[config.mk]
export PLATFORM = sky130hd
export DESIGN_NAME = rpsc_hv_sequencer
export DESIGN_NICKNAME = d
export VERILOG_FILES = /design/src/rtl/rpsc_hv_sequencer.sv
export SDC_FILE = /design/constraint.sdc
export NUM_CORES = 1
export LEC_CHECK = 0
export BUFFER_PORTS_ARGS = -buffer_cell sky130_fd_sc_hd__buf_2
export CAP_MARGIN = 20
export CORE_MARGIN = 4
export CORE_UTILIZATION = 55
export DETAILED_ROUTE_END_ITERATION = 8
export MAX_ROUTING_LAYER = met4
export PLACE_DENSITY = 0.74
export SLEW_MARGIN = 20
export SYNTH_ARGS = -nofsm -noshare
export SYNTH_HDL_FRONTEND = slang
export SYNTH_SLANG_ARGS = --single-unit
[constraint.sdc]
create_clock -name clk -period 6.18 [get_ports clk]
set_input_delay 0.309 -clock clk [delete_from_list [all_inputs] [get_ports clk]]
set_output_delay 0.309 -clock clk [all_outputs]
set_load 0.02 [all_outputs]
[src/rtl/rpsc_hv_sequencer.sv]
// High-voltage power sequencer: ramps G1 then anode supplies, watches the
// interlock and supply health, and latches the first fault cause until acknowledged.
module rpsc_hv_sequencer #(
  parameter int unsigned CNT_WIDTH  = 22,
  parameter int unsigned G1_TIMEOUT = 1562500,
  parameter int unsigned AN_TIMEOUT = 3125000,
  parameter int unsigned OFF_DELAY  = 781250
) (
  input  logic       clk,
  input  logic       reset,
  input  logic       start,
  input  logic       stop,
  input  logic       interlock_ok,
  input  logic       g1_ok,
  input  logic       an_ok,
  input  logic       fault_clr,
  output logic       g1_en,
  output logic       an_en,
  output logic       running,
  output logic       fault,
  output logic [2:0] fault_code,
  output logic [2:0] state
);

  localparam int unsigned CODE_W = 3;

  typedef enum logic [2:0] {
    ST_IDLE     = 3'd0,
    ST_G1_RAMP  = 3'd1,
    ST_AN_RAMP  = 3'd2,
    ST_RUN      = 3'd3,
    ST_SHUTDOWN = 3'd4,
    ST_FAULT    = 3'd5
  } state_e;

  localparam logic [CODE_W-1:0] FC_NONE      = 3'b000;
  localparam logic [CODE_W-1:0] FC_INTERLOCK = 3'b001;
  localparam logic [CODE_W-1:0] FC_G1_TMO    = 3'b010;
  localparam logic [CODE_W-1:0] FC_AN_TMO    = 3'b011;
  localparam logic [CODE_W-1:0] FC_G1_LOSS   = 3'b100;
  localparam logic [CODE_W-1:0] FC_AN_LOSS   = 3'b101;
  localparam logic [CODE_W-1:0] FC_BAD_STATE = 3'b111;

  localparam logic [CNT_WIDTH-1:0] CNT_MAX  = '1;
  localparam logic [CNT_WIDTH-1:0] G1_LAST  = CNT_WIDTH'(G1_TIMEOUT - 1);
  localparam logic [CNT_WIDTH-1:0] AN_LAST  = CNT_WIDTH'(AN_TIMEOUT - 1);
  localparam logic [CNT_WIDTH-1:0] OFF_LAST = CNT_WIDTH'(OFF_DELAY - 1);

  state_e              state_q, state_d;
  logic [CNT_WIDTH-1:0] cnt_q, cnt_d;
  logic [CODE_W-1:0]    fault_code_q, fault_code_d;
  logic                 g1_en_q, g1_en_d;
  logic                 an_en_q, an_en_d;
  logic                 running_q, running_d;
  logic                 fault_q, fault_d;

  // Next state follows the priority interlock > supply loss > stop > ok > timeout.
  always_comb begin
    state_d      = state_q;
    fault_code_d = fault_code_q;
    case (state_q)
      ST_IDLE: begin
        if (start && interlock_ok) state_d = ST_G1_RAMP;
      end
      ST_G1_RAMP: begin
        if (!interlock_ok) begin
          state_d = ST_FAULT; fault_code_d = FC_INTERLOCK;
        end else if (stop) begin
          state_d = ST_SHUTDOWN;
        end else if (g1_ok) begin
          state_d = ST_AN_RAMP;
        end else if (cnt_q >= G1_LAST) begin
          state_d = ST_FAULT; fault_code_d = FC_G1_TMO;
        end
      end
      ST_AN_RAMP: begin
        if (!interlock_ok) begin
          state_d = ST_FAULT; fault_code_d = FC_INTERLOCK;
        end else if (!g1_ok) begin
          state_d = ST_FAULT; fault_code_d = FC_G1_LOSS;
        end else if (stop) begin
          state_d = ST_SHUTDOWN;
        end else if (an_ok) begin
          state_d = ST_RUN;
        end else if (cnt_q >= AN_LAST) begin
          state_d = ST_FAULT; fault_code_d = FC_AN_TMO;
        end
      end
      ST_RUN: begin
        if (!interlock_ok) begin
          state_d = ST_FAULT; fault_code_d = FC_INTERLOCK;
        end else if (!g1_ok) begin
          state_d = ST_FAULT; fault_code_d = FC_G1_LOSS;
        end else if (!an_ok) begin
          state_d = ST_FAULT; fault_code_d = FC_AN_LOSS;
        end else if (stop) begin
          state_d = ST_SHUTDOWN;
        end
      end
      ST_SHUTDOWN: begin
        if (!interlock_ok) begin
          state_d = ST_FAULT; fault_code_d = FC_INTERLOCK;
        end else if (cnt_q >= OFF_LAST) begin
          state_d = ST_IDLE;
        end
      end
      ST_FAULT: begin
        if (fault_clr && interlock_ok) begin
          state_d = ST_IDLE; fault_code_d = FC_NONE;
        end
      end
      default: begin
        state_d = ST_FAULT; fault_code_d = FC_BAD_STATE;
      end
    endcase

    // Phase counter restarts on every state change and saturates rather than wrapping.
    cnt_d = cnt_q;
    if (state_d != state_q) begin
      cnt_d = '0;
    end else if ((state_q == ST_G1_RAMP || state_q == ST_AN_RAMP ||
                  state_q == ST_SHUTDOWN) && cnt_q != CNT_MAX) begin
      cnt_d = cnt_q + CNT_WIDTH'(1);
    end

    g1_en_d   = (state_d == ST_G1_RAMP) || (state_d == ST_AN_RAMP) ||
                (state_d == ST_RUN) || (state_d == ST_SHUTDOWN);
    an_en_d   = (state_d == ST_AN_RAMP) || (state_d == ST_RUN);
    running_d = (state_d == ST_RUN);
    fault_d   = (state_d == ST_FAULT);
  end

  always_ff @(posedge clk or negedge reset) begin
    if (!reset) begin
      state_q      <= ST_IDLE;
      cnt_q        <= '0;
      fault_code_q <= FC_NONE;
      g1_en_q      <= 1'b0;
      an_en_q      <= 1'b0;
      running_q    <= 1'b0;
      fault_q      <= 1'b0;
    end else begin
      state_q      <= state_d;
      cnt_q        <= cnt_d;
      fault_code_q <= fault_code_d;
      g1_en_q      <= g1_en_d;
      an_en_q      <= an_en_d;
      running_q    <= running_d;
      fault_q      <= fault_d;
    end
  end

  assign g1_en      = g1_en_q;
  assign an_en      = an_en_q;
  assign running    = running_q;
  assign fault      = fault_q;
  assign fault_code = fault_code_q;
  assign state      = state_q;

endmodule

After elaboration in Yosys (flattened, before gate mapping)

Cells that the tools add are included.

Add/sub/neg operators: 1
$lt $le $gt $ge: 3
Equal/unequal tests: 21
Mux-type cells: 35
Bitwise gates (word level): 1
Reduce and logical (&&, ||, !) cells: 12

Operator list:

| kind                                                                                   | count |
|---|---|
| 3-bit two-way mux                                                                      | 31 |
| 22-bit two-way mux                                                                     | 2 |
| 3-bit one-hot mux with 6 select lines                                                  | 2 |
| 22-bit by 1-bit adder with 22-bit output (second input constant)                       | 1 |
| 22-bit by 20-bit greater-or-equal comparator with 1-bit output (second input constant) | 1 |
| 22-bit by 21-bit greater-or-equal comparator with 1-bit output (second input constant) | 1 |
| 22-bit greater-or-equal comparator (second input constant)                             | 1 |
| 22-bit != test (second input constant)                                                 | 1 |
| 4-bit != test (second input constant)                                                  | 4 |
| 3-bit by 2-bit equality test with 1-bit output (second input constant)                 | 4 |
| 3-bit equality test (second input constant)                                            | 4 |
| 10-bit AND reduction                                                                   | 1 |
| 3-bit != test (second input constant)                                                  | 3 |
| 3-bit by 1-bit equality test with 1-bit output (second input constant)                 | 2 |
| 1-bit logical OR                                                                       | 6 |
| 2-bit != test (second input constant)                                                  | 2 |
| 1-bit logical AND                                                                      | 3 |
| 3-bit zero test                                                                        | 1 |
| 3-bit != test                                                                          | 1 |
| 2-bit nonzero test                                                                     | 1 |
| 1-bit NOT                                                                              | 1 |

Register bits after elaboration: 32
Input bits: 8
Output and inout port bits: 10
Logic and storage cells: 80

Logic depth before layout (Yosys ltp)

Depth in word-level cells: 11
Depth in mapped cells: 10

Worst setup path after synthesis

Ideal clock, no wire load.

Path kind: register to register
Start point: reg state_q[0] (netlist: state[0])
End point: reg fault_code_q[0] (netlist: fault_code[0])
Setup time: 0.125 ns
Data arrival time: 2.130 ns
Data required time: 6.055 ns
Setup slack: 3.925 ns
Stages on the path, launching flop included: 8
Period minus slack after synthesis: 2.255 ns
Cells stage by stage: dfrtp_1 -> buf_6 -> nor2_1 -> a2111oi_4 -> a2bb2oi_2 -> nand2_1 -> or4_4 -> mux2_4

Longest elaborated chain between the ends: 3
Elaborated cells on any way between the ends: 18

Ends and longest elaborated chain:

| what                                                                         | line | source |
|---|---|---|
| start, declared                                                              | 49   | `state_e state_q, state_d;` |
| start signal, assigned                                                       | 143  | `state_q <= state_d;` |
| 3-bit by 2-bit equality test with 1-bit output, or another cell as far along | 61   | `case (state_q)` |
| 4-bit != test (no source line), or another cell as far along                 | --   |  |
| 10-bit AND reduction (no source line)                                        | --   |  |
| end signal, assigned                                                         | 145  | `fault_code_q <= fault_code_d;` |
| end, declared                                                                | 51   | `logic [CODE_W-1:0] fault_code_q, fault_code_d;` |

Parallel ways exist; a longest one is shown, timed or not.
A chain may end at the register's enable or synchronous reset.

Final worst setup path

Start point: reg cnt_q[0]
End point: reg cnt_q[13]

Longest elaborated chain between the ends: 9
Elaborated cells on any way between the ends: 22

Ends and longest elaborated chain:

| what                                                     | line | source |
|---|---|---|
| start, declared                                          | 50   | `logic [CNT_WIDTH-1:0] cnt_q, cnt_d;` |
| start signal, assigned                                   | 144  | `cnt_q <= cnt_d;` |
| 22-bit greater-or-equal comparator                       | 85   | `end else if (cnt_q >= AN_LAST) begin` |
| 3-bit two-way mux                                        | 85   |  |
| 3-bit two-way mux                                        | 83   | `end else if (an_ok) begin` |
| 3-bit two-way mux                                        | 81   | `end else if (stop) begin` |
| 3-bit two-way mux                                        | 79   | `end else if (!g1_ok) begin` |
| 3-bit two-way mux                                        | 77   | `if (!interlock_ok) begin` |
| 3-bit one-hot mux with 6 select lines                    | 61   |  |
| 3-bit != test                                            | 119  | `if (state_d != state_q) begin` |
| 22-bit two-way mux or 2-bit nonzero test (tied branches) | --   |  |

Parallel ways exist; a longest one is shown, timed or not. The select of a mux whose other input is x is not followed.

==> results.md <==
- Outcome: finished, final reports clean
- Switching Power: 0.400 mW
- I/O Pins: 18
- First-pass GRT wire length: 8.71 mm
- Max incr delay on CP: 0.43 ns
- Final setup violating endpoints: 0
- Worst slew pin tran: 0.709 ns
- Starting density of the core: 56.6%
- Number of global-route vias before repair: 1,834
- CP Capture Type: flip-flop
- Core Region: 0.00400 mm²
- Pin count of the biggest net entering global routing: 33
- TritonCTS Buffers: 5
- Fraction of layout cells with a size suffix above 1: 16.3%
- Antenna Nets Post-Route: 0
- CTS tree: yes
- Hold WS: 0.0646 ns
- Synth Warn #: 0
- Setup bufs post-CTS: 0
- Initial antenna violation count: 0
- Register Area: 801 µm²
- Critical Path, Cell by Cell: ha_1 -> a211o_1 -> o311ai_4 -> a221oi_1 -> nor4_1 -> o2111ai_1 -> buf_4 -> a2111oi_0
- Final hold vios: 0
- Clk_lat worst skew: 0.29 ns
- Area occupied by multi-input gates: 0.00132 mm²
- CTS H-tree lvls: 2
- Fin. max-slew vios: 0
- Ys async rst share: 100%
- Sw Share: 45.3%
- Peak supply drop: 0.000154 V
- Most frequent cells in the layout: 32 x dfrtp_1, 23 x nor3_1, 22 x nand2_1, 17 x nor2_1, 17 x buf_2
- PD cells: 367 mW/mm²
- Worst min-delay path class: primary input to async pin
- CP Data Arrival Time: 2.71 ns
- Clock slew at reported path FFs: 0.07 ns
- Sequential element share of the synthesized area: 35.4%
- CP max FO: 22
- Worst Path Buf+Inv: 1
- Final Power: 0.883 mW
- Largest family of logic cells by synthesized area: simple AND/OR/NAND/NOR gates
- Synth Area in XOR/XNOR: 7.74%
- Register bit count reported by yosys: 32
- Gr ovfl total: 0
- Clk buf depth: 2
- Hold Buf Count CTS: 0
- WL/cell: 16.2 µm
- Clock power share: 18.3%
- Int Pwr: 0.483 mW
- GRT Total Usage: 21.8%
- CTS sink count: 32
- Avg Cell Area, Syn: 8.84 µm²
- # DRC: 0
- Clock Skews: 0.00263 ns
- Row count: 23
- Root Driver: clkbuf_8
- Ant diodes: 0
- Post-Synth Adder-Cell Area: 1.66%
- Sequential share of power: 31.2%
- Filler cells: 358
- Placer congestion estimate: 0.915
- Fin crit share: 41.4%
- Min Clock Period, post-route: 2.56 ns
- Die Wd: 72.1 µm
- Worst path top cell family by delay: compound AO/OA/AOI/OAI gates
- Net count of the mapped netlist: 267
- Setup slack, reg-to-reg: 3.62 ns
- F_max: 391 MHz
- Post-synth cell types: 57
- Setup_tns: 0 ns
- Setup CP Type: flip-flop to flip-flop
- Simple-Gate Fraction of Synth Area: 28.8%
- Height of the die: 72.1 µm
- Crit-path slowest cell: dfrtp_1
- Area of the mapped netlist: 0.00226 mm²
- DRT iter0 DRCs: 269
- Area grow syn2layout: 6.36%
- TritonRoute pass-1 iters: 4
- Detailed Place HPWL: 3.55 mm
- Combinational Power Share: 50.6%
- Worst EP required: 6.34 ns
- Number of enable flip-flop cells after synthesis: 0
- Die area: 0.00520 mm²
- Gate count after technology mapping: 256
- Max_cap viols: 0
- Vias/cell: 6.23
- Nature of the critical path startpoint: flip-flop
- Proportion of synthesized area in mux cells: 2.93%
- Top FF cell, synth: dfrtp_1
- Slew margin rel.: 52.3%
- Compound-cell area share of the yosys netlist: 17.1%
- DRT Wirelength: 5.08 mm
- Port bufs: 17
- Commonest non-fill, non-tap cell in the layout: dfrtp_1
- Post_cts resized: 0
- Vias post-DR: 1,956
- NumNets Final: 274
- Unrepaired setup endpoints after global routing: false
- Leakage: 1.01 nW
==> final cells by class <==
class                      count  area share, %
timing repair buffer          20           4.47
multi-input combinational    196           54.8
clock buffer                   5           2.86
clock inverter                 3          0.780
tap                           50           2.60
sequential                    32           33.3
inverter                       8           1.25
==> logic make-up after synthesis <==
family / after synthesis
buf+inv: 28
flops: 32
simple gates: 120
compound gates: 48
mux: 5
fa+ha+maj: 3
xor+xnor: 20
==> through the flow <==
stage,utilization [%],setup WS (ns),area (µm²),instances
detailed placement,58.0,3.65,2320,306
global placement,58.0,3.76,2320,306
global route,60.2,3.35,2410,314
floorplan,-,3.93,2260,256
CTS,60.2,3.64,2410,314
finish,60.2,3.62,2410,314
==> final timing paths <==
path / startpoint / to / cells after the start
setup / recovery: cnt_q[0] / cnt_q[13] / 8
setup reg to reg: cnt_q[0] / cnt_q[13] / 8
min in group clk: stop / an_en / 2
max in group asynchronous: reset / cnt_q[13] / 1
hold / removal: reset / running / 1
hold reg to reg: fault_code[2] / fault_code[2] / 1
==> cells in the mapped netlist (2+ instances only) <==
cell type / number / share of area [%]
buf_4: 2 / 0.66
a221oi_1: 2 / 0.77
xor2_1: 15 / 5.8
a22oi_1: 2 / 0.66
or4_4: 2 / 1.0
a2111oi_0: 3 / 1.2
ha_1: 3 / 1.7
nand3b_1: 3 / 1.0
mux2_4: 3 / 2.0
nand2_1: 22 / 3.7
nand4_1: 13 / 3.6
nor2_1: 17 / 2.8
a21oi_1: 11 / 2.4
buf_2: 6 / 1.3
nor3_1: 23 / 5.1
and2_1: 4 / 1.1
buf_6: 3 / 1.5
nor4_1: 2 / 0.55
nand4b_1: 3 / 1.2
nand3_1: 13 / 2.9
a21boi_0: 3 / 1.0
nand2b_1: 3 / 0.83
and3_1: 5 / 1.4
clkbuf_1: 8 / 1.3
xnor2_1: 5 / 1.9
dfrtp_1: 32 / 35
nor4b_1: 2 / 0.77
nor3b_1: 2 / 0.66
o21ai_0: 7 / 1.5
o21a_1: 3 / 1.0
inv_1: 8 / 1.3
==> layer usage <==
layer,up-vias,track usage (%),part of all wire [%]
met5,-,-,0
met4,0,8.35,1.3
met3,5,5.12,6.1
met2,57,34.3,46
met1,939,27.1,46
li1,955,-,-
==> state kept, by name (all words and copies together), names as in the netlist <==
register,flops
g1_en,1
cnt_q,22
an_en,1
fault,1
fault_code,3
running,1
state,3
==> power by group through the flow <==
stage          logic, mW  registers [mW]  clock network (mW)
2_1_floorplan      0.336           0.285                   0
3_3_place_gp       0.449           0.278                   0
3_5_place_dp       0.448           0.279                   0
4_1_cts            0.449           0.275               0.165
5_1_grt            0.489           0.281               0.176
6_report           0.446           0.275               0.161
Power figures use the tool's default switching activity.
